--- src/rtl/serial_parity_tx.sv ---
// serial_parity_tx
// Serializes a DATA_WIDTH-bit word into a frame on a single line:
//   start bit (0), data bits LSB first, parity bit, stop bit (1).
// The parity bit is even by default, or odd when ODD_PARITY is nonzero.
//
// Ports:
//   clk        - sole clock, rising edge
//   reset      - asynchronous, active-low reset
//   start      - transmit request, looked at only while idle
//   data_in    - word to send, captured on the edge that accepts start
//   serial_out - serial line, idles high
//   busy       - high for every cycle of a frame (start through stop)
//   done       - one-cycle pulse in the first idle cycle after the stop bit
module serial_parity_tx #(
    parameter int DATA_WIDTH = 8,
    parameter int ODD_PARITY = 0
) (
    input  logic                  clk,
    input  logic                  reset,
    input  logic                  start,
    input  logic [DATA_WIDTH-1:0] data_in,
    output logic                  serial_out,
    output logic                  busy,
    output logic                  done
);

    // The counter has to hold DATA_WIDTH itself, so it gets one extra code.
    localparam int CNT_W = $clog2(DATA_WIDTH + 1);

    typedef enum logic [2:0] {
        IDLE,
        START,
        DATA,
        PARITY,
        STOP
    } state_t;

    state_t                  state;
    state_t                  next_state;
    logic [DATA_WIDTH-1:0]   shift_reg;
    logic [CNT_W-1:0]        bit_cnt;
    logic                    parity_bit;

    // State register. Reset sends the machine straight back to IDLE,
    // abandoning any frame in flight.
    always_ff @(posedge clk or negedge reset) begin
        if (!reset) begin
            state <= IDLE;
        end else begin
            state <= next_state;
        end
    end

    // Next-state logic. Start is only examined in IDLE, so a request
    // made during a frame is simply dropped rather than queued. DATA
    // is left after bit_cnt has counted DATA_WIDTH shift cycles.
    always_comb begin
        next_state = state;
        unique case (state)
            IDLE:    if (start) next_state = START;
            START:   next_state = DATA;
            DATA:    if (bit_cnt == CNT_W'(DATA_WIDTH - 1)) next_state = PARITY;
            PARITY:  next_state = STOP;
            STOP:    next_state = IDLE;
            default: next_state = IDLE;
        endcase
    end

    // Datapath. The word and its parity are captured together on the
    // accepting edge, so later changes on data_in cannot leak into the
    // frame. The shift register moves one bit per DATA cycle so that
    // bit 0 is always the bit currently on the line.
    always_ff @(posedge clk or negedge reset) begin
        if (!reset) begin
            shift_reg  <= '0;
            bit_cnt    <= '0;
            parity_bit <= 1'b0;
        end else begin
            if (state == IDLE && start) begin
                shift_reg  <= data_in;
                bit_cnt    <= '0;
                parity_bit <= (^data_in) ^ (ODD_PARITY != 0);
            end else if (state == DATA) begin
                shift_reg  <= shift_reg >> 1;
                bit_cnt    <= bit_cnt + CNT_W'(1);
            end
        end
    end

    // The done pulse is registered off the STOP state, which puts it in
    // exactly the first IDLE cycle after the frame. A reset mid-frame
    // never passes through STOP, so no pulse follows it.
    always_ff @(posedge clk or negedge reset) begin
        if (!reset) begin
            done <= 1'b0;
        end else begin
            done <= (state == STOP);
        end
    end

    // Line and busy outputs depend only on the current state.
    always_comb begin
        serial_out = 1'b1;
        busy       = 1'b1;
        unique case (state)
            IDLE:    begin serial_out = 1'b1;         busy = 1'b0; end
            START:   serial_out = 1'b0;
            DATA:    serial_out = shift_reg[0];
            PARITY:  serial_out = parity_bit;
            STOP:    serial_out = 1'b1;
            default: begin serial_out = 1'b1;         busy = 1'b0; end
        endcase
    end

endmodule

--- config.mk ---
export PLATFORM = sky130hd
export DESIGN_NAME = serial_parity_tx
export DESIGN_NICKNAME = d
export VERILOG_FILES = /design/src/rtl/serial_parity_tx.sv
export SDC_FILE = /design/constraint.sdc
export NUM_CORES = 1
export LEC_CHECK = 0
export BUFFER_PORTS_ARGS = -buffer_cell sky130_fd_sc_hd__buf_2
export CORE_MARGIN = 10
export CORE_UTILIZATION = 54
export CTS_CLUSTER_DIAMETER = 40
export DETAILED_ROUTE_END_ITERATION = 12
export GPL_ROUTABILITY_DRIVEN = 0
export GPL_TIMING_DRIVEN = 0
export PLACE_DENSITY = 0.85
export SYNTH_ARGS = -nofsm -noshare
export SYNTH_HDL_FRONTEND = slang
export SYNTH_SLANG_ARGS = --single-unit
--- constraint.sdc ---
create_clock -name clk -period 1.6 [get_ports clk]
set_clock_uncertainty 0.2 [all_clocks]
set_input_delay 0.24 -clock clk [delete_from_list [all_inputs] [get_ports clk]]
set_output_delay 0.24 -clock clk [all_outputs]
set_load 0.05 [all_outputs]
==> results of run 1 <==
-- area by class of cell --
cell class | count | area [um2]
Buffer | 3 | 33.78
Clock buffer | 3 | 22.52
Clock inverter | 1 | 5.005
Fill cell | 117 | 409.1
Multi-Input combinational cell | 66 | 459.2
Sequential cell | 17 | 427.9
Tap cell | 16 | 20.02
Timing Repair Buffer | 25 | 181.4
-- stage by stage --
stage / setup WS (ps) / util (%) / area, um2 / hold slack (ps) / total power, mW
2_1_floorplan: 106.5 / - / 919.6 / -255.6 / 1.702
3_3_place_gp: 13.89 / 64.45 / 1005 / -23.24 / 1.896
3_5_place_dp: -9.760 / 64.45 / 1005 / -16.26 / 1.946
4_1_cts: -178.1 / 74.64 / 1164 / 1.723 / 2.476
5_1_grt: -199.3 / 73.76 / 1150 / 11.41 / 2.636
6_report: -136.5 / 73.76 / 1150 / 5.258 / 2.452
-- where the power goes --
group / switching [mW] / leakage [nW] / internal (mW) / total [mW]
clock: 0.140 / 0.0177 / 0.0931 / 0.233
combinational: 0.756 / 0.302 / 0.706 / 1.46
sequential: 0.134 / 0.212 / 0.622 / 0.757
-- metal layers --
metal	GRT usage, %	wire (um)
met5	0	0
met3	3.704	79
met4	7.166	12
met1	14.30	889
met2	20.86	986
-- how the worst max path moves through the flow --
stage,start,end,depth (start not counted)
final,state[0],serial_out,4
after detailed placement,state[0],busy,4
after floorplan,state[0],serial_out,4
after global placement,state[0],serial_out,5
after global routing,state[0],serial_out,4
after CTS,state[0],serial_out,5
-- kinds of logic after synthesis --
group                    Yosys count  share of synthesized area (%)
AND/OR/NAND/NOR                   36                          22.09
XOR/XNOR                          12                          11.52
adder cells (fa/ha/maj)            1                          1.372
buffers and inverters              6                          5.760
flip-flops                        17                          46.64
AO/OA/AOI/OAI                     17                          12.62
-- layout by cell type (no fill, tap or decap), types with 2 or more instances in the layout --
cell type | synthesis | final
dfrtp_1 | 17 | 15
nand2_1 | 14 | 14
buf_2 | 0 | 11
nor2_1 | 12 | 9
xnor2_1 | 10 | 9
buf_4 | 2 | 8
a21oi_1 | 7 | 7
buf_6 | 3 | 4
a21oi_2 | 4 | 4
dlygate4sd3_1 | 0 | 4
nor2_2 | 0 | 3
clkbuf_4 | 0 | 3
a22oi_1 | 3 | 2
xor2_1 | 2 | 2
dfrtp_2 | 0 | 2
-- what timing repair did --
action / in CTS / in global routing
hold buffers: 4 / 0
pin swaps: 3 / 6
endpoints found under the hold margin: 20 / 0
buffers inserted: 6 / 2
setup endpoints to repair: 6 / 15
gates cloned: 1 / 0
resized for setup: 14 / 3
-- worst register-to-register path, stage by stage, from the launching register on --
cell and delay (ps):
dfrtp_2 440, buf_4 170, nor4b_4 430, nor2_2 110, a22o_2 230
==> impl_metrics.ini, run 1 <==
[status]
outcome = finished, violations left
violations = setup timing

[worst_hold_path]
whs_path_depth = 3
hold_path.class = primary input to flip-flop
whs_endpoint = shift_reg[3]
min_from = data_in[3]

[detailed_routing]
drt_pre_antenna_iters = 4
post-route-drc-count = 0
vias = 700
drt-initial-drc-count = 15
ant_nets = 0
viasPerCell = 5.344
finalWirelength_um = 1968
wl_per_cell_um = 15.02

[synth]
synth_area_um2 = 912.1
yosysUniqueCellTypes = 25
yosysMostFrequentCell = dfrtp_1
synthFlopType = dfrtp_1
yosysTopAreaCellShare_pct = 46.64
synth-seq-area-share_pct = 46.64
synthTopCellsByCount = 17 x dfrtp_1, 14 x nand2_1, 12 x nor2_1
synth.area.top_cells = dfrtp_1 47%, xnor2_1 9.6%, nand2_1 5.8%
synth_edf_count = 0
synth_area_leader_cell = dfrtp_1
synth_nets = 101
synth_warnings = 0
syn_inst = 89
syn_avg_cell_area_um2 = 10.25
synth-seq-cells = 17
async_flop_share_pct = 100.0

[sta]
tightest_slew_ps = 393.3
relSlewSlack_pct = 73.67
maxSlewViolCount = 0
hold_viol = 0
rsz0062_at_grt = yes
setup_viol = 13
postLayoutSetupSlackWorst_ps = -136.5
setup_tns_ps = -672.0
fmax_ghz = 0.5759
min_period_ps = 1737
fin_crit_sh_pct = 108.5

[final_layout]
insertedDiodeCount = 0
area_growth_pct = 26.06
finalNonFillerCells = 131
final_nets = 128
largest_reg_flops = 8
drive_above_1_share_pct = 40.00

[critical_path]
crit_chain = nor2_2 > a22oi_1 > or2_4 > buf_8
path_class = flip-flop to output port
r2r_end = shift_reg[7]
startpoint_type = flip-flop
critPathMaxFanout = 4
r2r-start = state[1]
cp_data_arrival_time_ps = 1300
end_kind = output port
critPathBufInv = 1
r2r_cells = 4
slowest_stage = dfrtp_2
crit_family = flip-flops
rrSetupSlack_ps = -80
cp_slowest_stage_delay_ps = 450
cp.required_ps = 1160

[floorplanning]
die_h_um = 61.10
ios = 14
floorplan.initialDensity_pct = 58.51
fp.dieArea_mm2 = 0.003733
die_w_um = 61.10
rows = 14
core_area_mm2 = 0.001559

[cts]
cts_tree = built
root_buffer = clkbuf_4
path_clk_slew_ps = 110
cts_max_level = 1
cts_buffer_depth = 2
clkLatencyLatePin_ps = 300
cts_sinks = 17
numCtsBuffers = 3

[global_routing]
grt_pass1_wl_um = 3532
grt_overflow = 0
antenna_found_initial = 0
grt_pass1_vias = 792
grt_usage_pct = 12.65
grt_max_degree = 18

[pwr]
ir_worst_vdd_uv = 1056
powerDensity_mw_per_mm2 = 2132
p_leak_nw = 0.5316

[placement]
dp_hpwl_um = 1314
io_buffers = 13
dp.cells = 118

[run]
maxCapViolations = 0
Note: power is estimated with default switching activity, not from simulation.
==> inputs of run 2 (changes only) <==
--- a/config.mk
+++ b/config.mk
@@ -13,6 +13,8 @@
 export GPL_ROUTABILITY_DRIVEN = 0
 export GPL_TIMING_DRIVEN = 0
 export PLACE_DENSITY = 0.85
+export SETUP_SLACK_MARGIN = 0.4
 export SYNTH_ARGS = -nofsm -noshare
 export SYNTH_HDL_FRONTEND = slang
 export SYNTH_SLANG_ARGS = --single-unit
+export TNS_END_PERCENT = 5
==> impl_metrics.ini, run 2 (synthesized netlist as in run 1, its figures left out) <==
[sta]
fmax_ghz = 0.5623
whs_ps = 4.535
fin_crit_sh_pct = 111.1
relSlewSlack_pct = 74.21
setup_viol = 11
tightest_slew_ps = 386.9
hold_viol = 0
min_period_ps = 1778
maxSlewViolCount = 0
postLayoutSetupSlackWorst_ps = -178.3
rsz0062_at_grt = yes

[global_routing]
grt_pass1_wl_um = 3132
grt_pass1_vias = 709
grt_usage_pct = 11.41
grt_max_degree = 18
grt_overflow = 0
antenna_found_initial = 0

[floorplanning]
core_area_mm2 = 0.001559
ios = 14
fp.dieArea_mm2 = 0.003733
floorplan.initialDensity_pct = 58.51
die_w_um = 61.10
die_h_um = 61.10
rows = 14

[critical_path]
r2r_cells = 6
cp_data_arrival_time_ps = 1340
slowest_stage = dfrtp_1
path_class = flip-flop to output port
critPathBufInv = 2
startpoint_type = flip-flop
crit_chain = buf_6 > nor2_4 > a22oi_2 > or2_4 > buf_8
cp.required_ps = 1160
cp_slowest_stage_delay_ps = 390
path_depth = 5
end_kind = output port
critPathMaxFanout = 4
crit_family = flip-flops

[detailed_routing]
wl_met1_um = 818
viasPerCell = 5.648
finalWirelength_um = 1960
wl_met3_um = 74
vias = 723
drt-initial-drc-count = 11
post-route-drc-count = 0
routed-wl-met2_um = 1001
wl_per_cell_um = 15.31
ant_nets = 0
top_layer_used = met4
drt_pre_antenna_iters = 4

[final_layout]
final_nets = 125
largest_reg_flops = 8
area_growth_pct = 29.08
final_cell_mix = 17 x dfrtp_1, 12 x nand2_1, 10 x nor2_1, 10 x buf_2, 9 x xnor2_1
fill_cells = 109
mostFrequentLayoutCell = dfrtp_1
drive_above_1_share_pct = 38.39
register_area_um2 = 425.4
multi_input_area_um2 = 488.0
insertedDiodeCount = 0

[cts]
clkLatencyLatePin_ps = 300
cts_max_level = 1
path_clk_slew_ps = 100
cts_sinks = 17
numCtsBuffers = 3
cts_buffer_depth = 2
root_buffer = clkbuf_4
cts_tree = built

[pwr]
p_total_mw = 2.521
p_leak_nw = 0.5302
ir_worst_vdd_uv = 1296
powerDensity_mw_per_mm2 = 2141

[status]
outcome = finished, violations left
violations = setup timing

[run]
maxCapViolations = 0

[worst_hold_path]
hold_path.class = primary input to flip-flop
whs_path_depth = 3

[placement]
io_buffers = 13
-- run 2: cell count changes in the layout (fill, tap and decap cells not counted), moves of 2 or more --
cell     previous run  this run
buf_4               8         1
buf_6               4         8
nor2_2              3         0
dfrtp_1            15        17
dfrtp_2             2         0
nand2_1            14        12
nand2_2             0         2
nor2_4              0         2
-- run 2: timing repair --
item | in CTS | in global routing
hold endpoints to repair | 19 | 1
setup endpoints to repair | 18 | 18
pin swaps | 4 | 4
setup buffers | 2 | 0
gates cloned | 0 | 0
hold buffers | 3 | 1
resized for setup | 16 | 3
-- run 2: where the power goes --
| part | internal (mW) | total, mW | switching [mW] |
|---|---|---|---|
| Sequential | 0.618 | 0.745 | 0.127 |
| Clock | 0.0934 | 0.239 | 0.146 |
| Combinational | 0.740 | 1.54 | 0.797 |
| Total | 1.45 | 2.52 | 1.07 |
-- run 2: tightest hold or removal path, delay by kind of cell --
kind,cells,cell delay (ps)
AOI/OAI and AO/OA,1,90
buffers and inverters,1,90
and+or+nand+nor,1,50
-- run 2: layout make-up --
cell class | instances | share of cell area, %
multi-input cells | 66 | 41.45
flip-flops and latches | 17 | 36.13
repair buffers | 19 | 12.43
clock inverters | 1 | 0.4251
well taps | 16 | 1.700
clock buffers | 3 | 1.913
plain buffers | 6 | 5.951
-- run 2: worst paths after layout --
path	to	slack, ps	startpoint
worst max register to register	shift_reg[7]	-110	state[0]
worst min register to register	shift_reg[1]	310	shift_reg[1]
worst max-delay path	serial_out	-180	state[0]
worst min-delay path	shift_reg[4]	5	data_in[4]
max in group asynchronous	shift_reg[2]	740	reset
min in group asynchronous	bit_cnt[2]	180	reset
-- run 2: layer usage --
layer / track usage, % / up-vias
met4: 6.189 / 0
met5: 0 / -
li1: - / 345
met2: 19.23 / 20
met3: 3.292 / 7
met1: 12.70 / 351
-- run 2: through the flow --
stage	utilization (%)	cell area (um2)	worst slack, ps	setup TNS [ps]	std cells
finish	75.52	1177	-178.3	-857.2	128
global route	75.52	1177	-231.3	-1873	128
CTS	74.32	1159	-185.8	-878.3	127
detailed placement	65.97	1028	9.006	0	118
global placement	65.97	1028	27.70	0	118
floorplan	-	943.4	150.2	0	89
